### src/rtl/wide_add_sequencer_if.sv
// rtl/wide_add_sequencer_if.sv - operand/result bundle for the slice-serial wide adder
interface wide_add_sequencer_if #(
  parameter int N     = 32,
  parameter int WORDS = 4
);
  localparam int W = N * WORDS;

  logic         start;
  logic         sub;
  logic [W-1:0] a;
  logic [W-1:0] b;
  logic         busy;
  logic         done;
  logic [W-1:0] sum;
  logic         cout;
  logic         overflow;

  modport master (
    output start, sub, a, b,
    input  busy, done, sum, cout, overflow
  );

  modport slave (
    input  start, sub, a, b,
    output busy, done, sum, cout, overflow
  );
endinterface

### src/rtl/wide_add_sequencer.sv
// rtl/wide_add_sequencer.sv - W-bit add/subtract computed one N-bit slice per clock, LSB first
module wide_add_sequencer #(
  parameter int N     = 32,
  parameter int WORDS = 4
) (
  input  logic                  clk,
  input  logic                  rst_n,
  wide_add_sequencer_if.slave   bus
);
  localparam int            W    = N * WORDS;
  localparam int            IW   = $clog2(WORDS + 1);
  localparam logic [IW-1:0] LAST = IW'(WORDS - 1);

  typedef enum logic [1:0] {IDLE, ADD, DONE} state_t;

  state_t        state;
  logic [W-1:0]  a_q;
  logic [W-1:0]  b_q;
  logic          carry;
  logic [IW-1:0] idx;
  logic [W-1:0]  sum_q;
  logic          cout_q;
  logic          ovf_q;
  logic          busy_q;
  logic          done_q;

  logic [N-1:0]  a_sl;
  logic [N-1:0]  b_sl;
  logic [N-1:0]  s;
  logic          c;

  // Carry chain is confined to one slice; the inter-slice carry goes through a register.
  always_comb begin
    a_sl   = a_q[idx*N +: N];
    b_sl   = b_q[idx*N +: N];
    {c, s} = {1'b0, a_sl} + {1'b0, b_sl} + {{N{1'b0}}, carry};
  end

  always_ff @(posedge clk or negedge rst_n) begin
    if (!rst_n) begin
      state  <= IDLE;
      a_q    <= '0;
      b_q    <= '0;
      carry  <= 1'b0;
      idx    <= '0;
      sum_q  <= '0;
      cout_q <= 1'b0;
      ovf_q  <= 1'b0;
      busy_q <= 1'b0;
      done_q <= 1'b0;
    end else begin
      case (state)
        IDLE: begin
          if (bus.start) begin
            // Subtraction is A + ~B + 1: invert B here and seed the carry with sub.
            a_q    <= bus.a;
            b_q    <= bus.sub ? ~bus.b : bus.b;
            carry  <= bus.sub;
            idx    <= '0;
            busy_q <= 1'b1;
            state  <= ADD;
          end
        end
        ADD: begin
          sum_q[idx*N +: N] <= s;
          carry             <= c;
          idx               <= idx + IW'(1);
          if (idx == LAST) begin
            cout_q <= c;
            ovf_q  <= (a_q[W-1] == b_q[W-1]) && (s[N-1] != a_q[W-1]);
            done_q <= 1'b1;
            state  <= DONE;
          end
        end
        DONE: begin
          done_q <= 1'b0;
          busy_q <= 1'b0;
          state  <= IDLE;
        end
        default: state <= IDLE;
      endcase
    end
  end

  assign bus.busy     = busy_q;
  assign bus.done     = done_q;
  assign bus.sum      = sum_q;
  assign bus.cout     = cout_q;
  assign bus.overflow = ovf_q;
endmodule
### src/flat_wrapper.sv
// flat-port wrapper written by rule: the top's interface ports become plain ports
module wide_add_sequencer_flat 
#(
  parameter int N     = 32,
  parameter int WORDS = 4
)
  (clk, rst_n, bus_start, bus_sub, bus_a, bus_b, bus_busy, bus_done, bus_sum, bus_cout, bus_overflow);
  wide_add_sequencer_if #(.N(N), .WORDS(WORDS)) bus_i ();
  input  logic clk;
  input  logic rst_n;
  input wire logic [$bits(bus_i.start)-1:0] bus_start;
  input wire logic [$bits(bus_i.sub)-1:0] bus_sub;
  input wire logic [$bits(bus_i.a)-1:0] bus_a;
  input wire logic [$bits(bus_i.b)-1:0] bus_b;
  output wire logic [$bits(bus_i.busy)-1:0] bus_busy;
  output wire logic [$bits(bus_i.done)-1:0] bus_done;
  output wire logic [$bits(bus_i.sum)-1:0] bus_sum;
  output wire logic [$bits(bus_i.cout)-1:0] bus_cout;
  output wire logic [$bits(bus_i.overflow)-1:0] bus_overflow;
  assign bus_i.start = bus_start;
  assign bus_i.sub = bus_sub;
  assign bus_i.a = bus_a;
  assign bus_i.b = bus_b;
  assign bus_busy = bus_i.busy;
  assign bus_done = bus_i.done;
  assign bus_sum = bus_i.sum;
  assign bus_cout = bus_i.cout;
  assign bus_overflow = bus_i.overflow;
  wide_add_sequencer #(.N(N), .WORDS(WORDS)) u_core (.clk(clk), .rst_n(rst_n), .bus(bus_i));
endmodule
### config.mk
export PLATFORM = sky130hd
export DESIGN_NAME = wide_add_sequencer_flat
export DESIGN_NICKNAME = d
export VERILOG_FILES = /design/src/rtl/wide_add_sequencer_if.sv /design/src/rtl/wide_add_sequencer.sv /design/src/flat_wrapper.sv
export SDC_FILE = /design/constraint.sdc
export NUM_CORES = 1
export LEC_CHECK = 0
export ABC_AREA = 1
export CAP_MARGIN = 10
export CORE_UTILIZATION = 45
export CTS_CLUSTER_SIZE = 14
export DETAILED_ROUTE_END_ITERATION = 10
export DONT_BUFFER_PORTS = 1
export SETUP_SLACK_MARGIN = 0.4
export SLEW_MARGIN = 20
export SYNTH_ARGS = -nofsm -noshare
export SYNTH_HDL_FRONTEND = slang
export SYNTH_SLANG_ARGS = --single-unit
### constraint.sdc
create_clock -name clk -period 5.7 [get_ports clk]
set_input_delay 1.14 -clock clk [delete_from_list [all_inputs] [get_ports clk]]
set_output_delay 1.14 -clock clk [all_outputs]
set_load 0.02 [all_outputs]
==> flow_summary.toml, run 1 <==
[synthesis]
post-synth-top-area-fraction_pct = 48.9
ys_warn_count = 0
synth_top_area_cell = "dfrtp_1"
synth_fp_nets = 2838
synthFlopType = "dfrtp_1"
yosysSeqAreaShare_pct = 48.9
synth_area_leaders = "dfrtp_1, nand2_1, o21ai_0"
async_flop_share_pct = 100
yosys_register_bits = 394
synth_area_per_cell_sq_um = 7.95
yosysUniqueCellTypes = 44
synth-edff-count = 0
syn-instance-count = 2538
netlist_area_sq_um = 20200

[detailed_routing]
ant_nets = 0
via_per_inst = 5.30
vias = 16349
wl_microns = 62900
drc = 0
drtIter0Drc = 1499
dr.pass1.iters = 5
wl_per_cell_microns = 20.4

[floorplanning]
start_util_pct = 45.6
num_rows = 77
io-pin-count = 392
die_w_microns = 214
core_sq_um = 44200
die_h_microns = 214
dieArea_sq_um = 45700

[timing]
setup-tns-final_ns = 0
hold_viol = 0
worst_pin_slew_ns = 1.12
period_share_pct = 74.4
clock_skew_ns = 0.0219
setup_viol = 0
rsz0062_at_grt = "false"
setup_ws_ns = 1.46
period_minus_slack_ns = 4.24
slew_headroom_pct = 25.6
finalMaxSlewViolations = 0
fmax_ghz = 0.236

[cells_and_area]
layout_commonest_cell = "nand2_1"
drive_above_1_share_pct = 6.47
mostFrequentLayoutCells = "nand2_1, dfrtp_1, o21ai_0"
syn_to_final_growth_pct = 8.43
nets = 2758

[power_and_ir_drop]
cellPowerDensity_nw_per_um2 = 773
leakagePower_uw = 0.0108
ir_drop_v = 0.000304

[worst_setup_path]
ff2ff_setup_slack_ns = 1.46
r2r-end = "u_core.bus.sum[61]"
cp_top_family = "simple AND/OR/NAND/NOR gates"
worstSetupPathType = "flip-flop to flip-flop"
crit_fanout = 61
path_buf_inv = 3
ff2ff_path_depth = 16
endpoint_kind = "flip-flop"
cp_slowest_cell = "dfrtp_4"
crit_top_cell = "nand2_1"
startpoint_type = "flip-flop"
worstPathArrival_ns = 4.74
worstPathCellList = "inv_4 -> buf_4 -> a21oi_1 -> o21ai_0 -> a21oi_1 -> ha_1 -> nand2_1 -> nor2_1 -> inv_1 -> nor3_1 -> nand2_1 -> nand2_1 -> nand2_1 -> nand2_2 -> nand3_1 -> nand2_1"
critical-path-max-stage-delay_ns = 0.94
crit_required_ns = 6.20
r2r-start = "u_core.idx[0]"

[clock_tree]
clk_latency_ns = 0.57
cts_resized = 0
cts_hold_buf = 0
cts_max_level = 2
cts_tree = "yes"
postCtsSetupBuffers = 0
path_clk_slew_ns = 0.06
cts_root_buffer = "clkbuf_16"
cts_sinks = 394
numCtsBuffers = 44
clk_path_buf_depth = 3

[outcome]
status = "complete, no violations"

[placed_design]
dp_slack_ns = 1.53
gp_congestion = 0.925
io_buffers = 0
dp_hpwl_microns = 45500

[global_route]
grt_pass1_wl_microns = 94700
antenna_found_initial = 3
overflow = 0
grt_use_total_pct = 27.6
grt_pass1_vias = 16064
grt_max_degree = 395

[job]
max-cap-violations = 0

[hold_path]
hold_path.class = "input port to async pin"
flip-flops by register name, summed over array words and instances (netlist names):
name	cells
u_core.a_q	128
u_core.b_q	128
u_core.idx	3
u_core.bus.cout	1
u_core.bus.sum	128
u_core.bus.busy	1
u_core.state	2
u_core.bus.overflow	1
u_core.bus.done	1
u_core.carry	1
synth_stat cells, drive strengths merged (8+ instances only):
cell type  instances
a21oi            118
a22o              10
buf               66
clkbuf            75
dfrtp            394
ha                38
inv              156
nand2            929
nand3             64
nand4              8
nor2             155
nor3               8
o21ai            333
o22ai             20
xnor2             75
xor2              66
layout make-up:
class | count | area, sq um
inverter | 159 | 608
timing repair buffer | 15 | 138
multi-input combinational | 1844 | 9100
fill | 4309 | 22300
sequential | 394 | 9860
tap | 592 | 741
antenna | 1 | 2.50
clock inverter | 13 | 136
clock buffer | 65 | 1280
worst register-to-register path, delay by kind of cell (launching register included):
family	cells	cell delay, ns
AND/OR/NAND/NOR	9	1.23
AO/OA/AOI/OAI	3	0.70
adder cells (fa/ha/maj)	1	0.40
buffers and inverters	3	0.92
flip-flops	1	0.94
stage by stage:
step                      utilization, %  hold WS [ns]  instances  total power (uW)  instance area [sq um]
after detailed placement            46.3         0.453       3004             14100                  20500
after global routing                49.5         0.252       3082             18200                  21900
final                               49.5         0.280       3083             16900                  21900
after floorplan                        -         0.437       2538             11100                  20200
after CTS                           49.5         0.249       3082             16900                  21900
after global placement              46.3         0.448       3004             14000                  20500
kinds of logic (layout without fill, tap and decap cells):
kind of cell | Yosys count | in the layout | synth area share (%)
AND/OR/NAND/NOR | 1170 | 1170 | 23.4
flip-flops | 394 | 394 | 48.9
adder cells (fa/ha/maj) | 40 | 40 | 2.56
other | 0 | 1 | 0
buffers and inverters | 300 | 252 | 6.05
XOR/XNOR | 141 | 141 | 6.31
AO/OA/AOI/OAI | 493 | 493 | 12.8
report_power, final:
group | switching (uW) | internal (uW) | total (uW) | leakage [uW]
Combinational | 6110 | 2520 | 8620 | 0.00513
Clock | 1150 | 1650 | 2800 | 0.000697
Sequential | 1410 | 4070 | 5470 | 0.00499
Total | 8660 | 8240 | 16900 | 0.0108
worst max-delay path by stage:
stage                  startpoint                   to  slack [ns]  cells past startpoint
floorplan           u_core.idx[0]  u_core.bus.sum[102]        2.56                     16
global placement    u_core.idx[0]   u_core.bus.sum[63]        1.58                     17
detailed placement  u_core.idx[0]  u_core.bus.sum[125]        1.53                     16
CTS                 u_core.idx[0]   u_core.bus.sum[61]        1.49                     16
global route        u_core.idx[1]   u_core.bus.sum[54]        1.10                     20
finish              u_core.idx[0]   u_core.bus.sum[61]        1.46                     16
routing by layer:
metal	wire [microns]	global-route usage [%]
met1	27000	36.9
met2	28400	43.0
met3	5590	7.82
met4	1870	9.24
met5	33	0
Power figures use the tool's default switching activity.
==> inputs of run 2 (changes only) <==
- clock period: 5.7 -> 4.1 ns (I/O delays scaled with it)
==> run 2 against run 1 <==
Wire length is 1.5% higher; sequential share of layout area is 0.47 points lower; die area stayed put; cell area is 1.1% higher; largest power group unchanged; the run now ends with negative hold slack left; clock power is 44% higher; register-to-register slack worse by 0.87 ns; global-route usage is 0.22 points higher; fmax is 21% higher; first-iteration DRC count is 7.9% lower; worst hold slack worse by 0.33 ns; largest cell class unchanged.
==> flow_summary.toml, run 2 (same netlist as run 1, synthesis figures left out) <==
[clock_tree]
cts_sinks = 394
cts_root_buffer = "clkbuf_16"
path_clk_slew_ns = 0.06
numCtsBuffers = 44
cts_max_level = 2
clk_path_buf_depth = 3
clk_latency_ns = 0.56
cts_tree = "yes"

[global_route]
overflow = 0
grt_max_degree = 395
grt_pass1_vias = 15965
grt_use_total_pct = 27.8
antenna_found_initial = 4
grt_pass1_wl_microns = 95500

[worst_setup_path]
critPathCapture = "u_core.bus.sum[124]"
worstPathCellList = "buf_4 -> a21oi_1 -> o21ai_0 -> a21oi_1 -> ha_1 -> a21oi_1 -> o21ai_0 -> nand2_1 -> nand2_1 -> a21oi_1 -> nand3_1 -> nand4_1 -> nand2_1"
critical-path-max-stage-delay_ns = 0.57
crit_required_ns = 4.54
cp_slowest_cell = "dfrtp_4"
startpoint_type = "flip-flop"
worstPathArrival_ns = 3.95
ff2ff_path_depth = 13
path_buf_inv = 1
crit_cells = 13
worstSetupPathType = "flip-flop to flip-flop"
crit_fanout = 11
r2r-end = "u_core.bus.sum[124]"
cp-startpoint = "u_core.idx[0]"
ff2ff_setup_slack_ns = 0.59
crit_top_cell = "a21oi_1"
r2r-start = "u_core.idx[0]"
cp_top_family = "compound AO/OA/AOI/OAI gates"
endpoint_kind = "flip-flop"

[timing]
period_share_pct = 85.7
slew_headroom_pct = 33.9
setup_viol = 0
hold_viol = 20
setup-tns-final_ns = 0
clock_skew_ns = 0.0183
fmax_ghz = 0.285
worst_pin_slew_ns = 0.992
hold_ws_ns = -0.0539
rsz0062_at_grt = "false"
finalMaxSlewViolations = 0
period_minus_slack_ns = 3.51

[cells_and_area]
fillCellCount = 4312
nets = 2771
drive_above_1_share_pct = 7.39
layout_commonest_cell = "nand2_1"
mostFrequentLayoutCells = "nand2_1, dfrtp_1, o21ai_0"
syn_to_final_growth_pct = 9.58

[placed_design]
io_buffers = 0
dp_hpwl_microns = 45800
gp_congestion = 0.950

[floorplanning]
dieArea_sq_um = 45700
die_w_microns = 214
die_h_microns = 214
core_sq_um = 44200
io-pin-count = 392
num_rows = 77
start_util_pct = 45.6

[detailed_routing]
vias = 16449
via_per_inst = 5.31
ant_nets = 0
drtIter0Drc = 1380
wl_per_cell_microns = 20.6
drc = 0
dr.pass1.iters = 5
wl_microns = 63800

[job]
max-cap-violations = 0

[power_and_ir_drop]
leakagePower_uw = 0.0109
cellPowerDensity_nw_per_um2 = 1080
ir_drop_v = 0.000458

[hold_path]
hold_path.class = "input port to async pin"

[outcome]
status = "complete, but fails checks"
violations = "negative hold slack"
run 2: power breakdown:
group | switching [uW] | leakage (uW) | internal (uW)
clock network | 1610 | 0.000734 | 2410
logic | 8780 | 0.00522 | 3650
registers | 1840 | 0.00499 | 5660
run 2: worst register-to-register path, cell delays in order, from the launching register on:
cell     delay [ns]
dfrtp_4        0.57
buf_4          0.20
a21oi_1        0.13
o21ai_0        0.24
a21oi_1        0.55
ha_1           0.44
a21oi_1        0.30
o21ai_0        0.24
nand2_1        0.10
nand2_1        0.05
a21oi_1        0.16
nand3_1        0.18
nand4_1        0.15
nand2_1        0.07
run 2: area by class of cell:
| type | instances | area (sq um) | area share [%] |
|---|---|---|---|
| clock buffer | 63 | 1310 | 5.94 |
| clock inverter | 15 | 156 | 0.707 |
| inverter | 159 | 613 | 2.77 |
| multi-input combinational | 1844 | 9130 | 41.3 |
| timing repair buffer | 28 | 284 | 1.28 |
| sequential | 394 | 9860 | 44.6 |
| antenna | 2 | 5.00 | 0.0226 |
| tap | 592 | 741 | 3.35 |
run 2: routing by layer:
| layer | share of wire, % | vias up | track usage (%) |
|---|---|---|---|
| met5 | 0.053 | - | 0 |
| met4 | 3.1 | 4 | 9.75 |
| met3 | 8.0 | 96 | 7.15 |
| met2 | 45 | 508 | 43.1 |
| met1 | 44 | 7909 | 37.8 |
| li1 | - | 7932 | - |
run 2: per-stage QoR:
step / area (sq um) / cells / utilization, % / power [uW] / setup WS, ns
global placement: 20600 / 3012 / 46.5 / 19500 / 0.523
detailed placement: 20600 / 3012 / 46.5 / 19700 / 0.439
finish: 22100 / 3097 / 50.0 / 23900 / 0.586
CTS: 22000 / 3090 / 49.8 / 23800 / 0.424
floorplan: 20200 / 2538 / - / 15400 / 0.955
global route: 22100 / 3095 / 50.0 / 25700 / 0.415
run 2: how the worst min path moves through the flow:
stage,slack [ns],start,endpoint
global placement,0.45,u_core.a_q[114],u_core.a_q[114]
detailed placement,0.45,u_core.a_q[21],u_core.a_q[21]
finish,-0.05,rst_n,u_core.b_q[21]
CTS,-0.07,rst_n,u_core.b_q[23]
floorplan,0.44,u_core.a_q[104],u_core.a_q[104]
global route,-0.07,rst_n,u_core.b_q[23]
run 2: timing repair:
action | CTS | global route
buffers inserted | 0 | 5
setup endpoints to repair | 0 | 94
endpoints found under the hold margin | 386 | 182
resized for setup | 0 | 13
==> inputs of run 3 (changes only) <==
- CAP_MARGIN: 10 -> not set
- MAX_ROUTING_LAYER: not set -> met4
==> run 3 against run 2 <==
Global-route usage grew 1.1 points; first-iteration DRC count decreased by 7.8%; combinational power is essentially flat; via count up 0.41%; critical endpoint is now u_core.bus.sum[43]; the run ends with negative hold slack, max-slew violations left; sequential share of layout area shrank 0.14 points; non-clock buffer count up 12; register-to-register slack about the same; count of clock-buffer cells in the layout stayed put; critical path type unchanged; highest routed layer is now met4.
==> flow_summary.toml, run 3 (same netlist as run 1, synthesis figures left out) <==
[global_route]
overflow = 0
grt_pass1_vias = 16054
grt_pass1_wl_microns = 95900
grt_use_total_pct = 29.0
grt_max_degree = 395
antenna_found_initial = 4

[cells_and_area]
drive_above_1_share_pct = 7.73
layout_commonest_cell = "nand2_1"
multi_input_area_sq_um = 9160
nets = 2783
syn_to_final_growth_pct = 9.93
seq_area_sq_um = 9870
fillCellCount = 4351
final_area_sq_um = 22200
mostFrequentLayoutCells = "nand2_1, dfrtp_1, o21ai_0"

[floorplanning]
die_h_microns = 214
core_sq_um = 44200
start_util_pct = 45.6
dieArea_sq_um = 45700
num_rows = 77
die_w_microns = 214
io-pin-count = 392

[clock_tree]
numCtsBuffers = 44
clk_path_buf_depth = 3
clk_latency_ns = 0.58
cts_max_level = 2
cts_root_buffer = "clkbuf_16"
path_clk_slew_ns = 0.06
cts_tree = "yes"
cts_sinks = 394

[job]
max-cap-violations = 0

[timing]
fmax_ghz = 0.285
rsz0062_at_grt = "false"
hold_ws_ns = -0.0374
clock_skew_ns = 0.0183
period_share_pct = 85.7
setup_viol = 0
hold_viol = 15
finalMaxSlewViolations = 231
setup_ws_ns = 0.586
setup-tns-final_ns = 0
slew_headroom_pct = -39.8
worst_pin_slew_ns = 2.10
period_minus_slack_ns = 3.51

[worst_setup_path]
worstSetupPathType = "flip-flop to flip-flop"
crit_fanout = 30
crit_required_ns = 4.59
worstPathArrival_ns = 4.00
startpoint_type = "flip-flop"
endpoint_kind = "flip-flop"

[power_and_ir_drop]
ir_drop_v = 0.000450
leakagePower_uw = 0.0110
cellPowerDensity_nw_per_um2 = 1080

[detailed_routing]
drc = 0
wl_microns = 64100
via_per_inst = 5.32
dr.pass1.iters = 5
drtIter0Drc = 1273
ant_nets = 0
vias = 16516
wl_per_cell_microns = 20.6

[placed_design]
placed_cell_area_sq_um = 20600
io_buffers = 0
dp_hpwl_microns = 46500
gp_congestion = 0.958
dp_slack_ns = 0.262

[hold_path]
hold_path.class = "input port to async pin"

[outcome]
status = "complete, but fails checks"
violations = "negative hold slack, max-slew violations"
[run 3: changes by cell type in the layout (fill, tap and decap cells not counted), sizes merged]
cell	previous run	this run
clkinvlp	1	2
diode	2	4
clkinv	13	4
buf	28	40
inv	157	159
[run 3: critical path, cell delays in order, from the launching register on]
cell,delay (ns)
dfrtp_2,0.57
inv_4,0.17
nor2_2,0.13
buf_6,0.25
o21ai_0,0.15
o22ai_1,0.34
ha_1,0.38
nand2_1,0.14
inv_1,0.06
a21oi_1,0.15
nand2_1,0.15
nand2_1,0.09
nand2_1,0.11
xor2_1,0.44
nand2_1,0.14
o21ai_1,0.15
[run 3: cell type report]
class,instances,share of cell area [%]
well taps,592,3.34
multi-input cells,1844,41.3
clock inverters,9,0.604
flip-flops and latches,394,44.5
repair buffers,40,1.69
inverters,159,2.78
clock buffers,63,5.74
diodes,4,0.0451
[run 3: repair_timing]
action | in CTS | in global routing
buffers inserted | 0 | 14
pin swaps | 0 | 2
hold endpoints to repair | 394 | 148
gates resized for setup | 1 | 19
setup endpoints to repair | 73 | 107
[run 3: worst paths after layout]
check / startpoint / slack [ns] / cells after the start / end
max: u_core.idx[1] / 0.59 / 15 / u_core.bus.sum[43]
min: rst_n / -0.04 / 0 / u_core.b_q[24]
max reg2reg: u_core.idx[1] / 0.59 / 15 / u_core.bus.sum[43]
min reg2reg: u_core.a_q[86] / 0.46 / 2 / u_core.a_q[86]
max in group asynchronous: rst_n / 2.37 / 0 / u_core.idx[1]
min in group clk: bus_a[67] / 0.36 / 2 / u_core.a_q[67]
[run 3: stage by stage]
stage                     std cells  hold WS [ns]  total power [uW]  util, %
after floorplan                2538         0.437             15400        -
after global placement         3015         0.449             19600     46.5
after detailed placement       3015         0.453             19800     46.5
after CTS                      3087       -0.0728             23700     49.7
after global routing           3105       -0.0676             25800     50.2
final                          3105       -0.0374             23900     50.2
[run 3: power by group]
part | switching (uW) | leakage, uW | total [uW] | internal [uW]
logic | 8810 | 0.00528 | 12500 | 3720
registers | 1850 | 0.00499 | 7510 | 5660
clock network | 1570 | 0.000688 | 3900 | 2330
[run 3: per-layer routing]
| metal | up-vias | part of all wire, % | global-route usage, % |
|---|---|---|---|
| li1 | 7961 | - | - |
| met1 | 7918 | 43 | 38.2 |
| met2 | 561 | 46 | 43.8 |
| met3 | 76 | 8.2 | 6.97 |
| met4 | 0 | 2.8 | 9.29 |
| met5 | - | 0 | - |
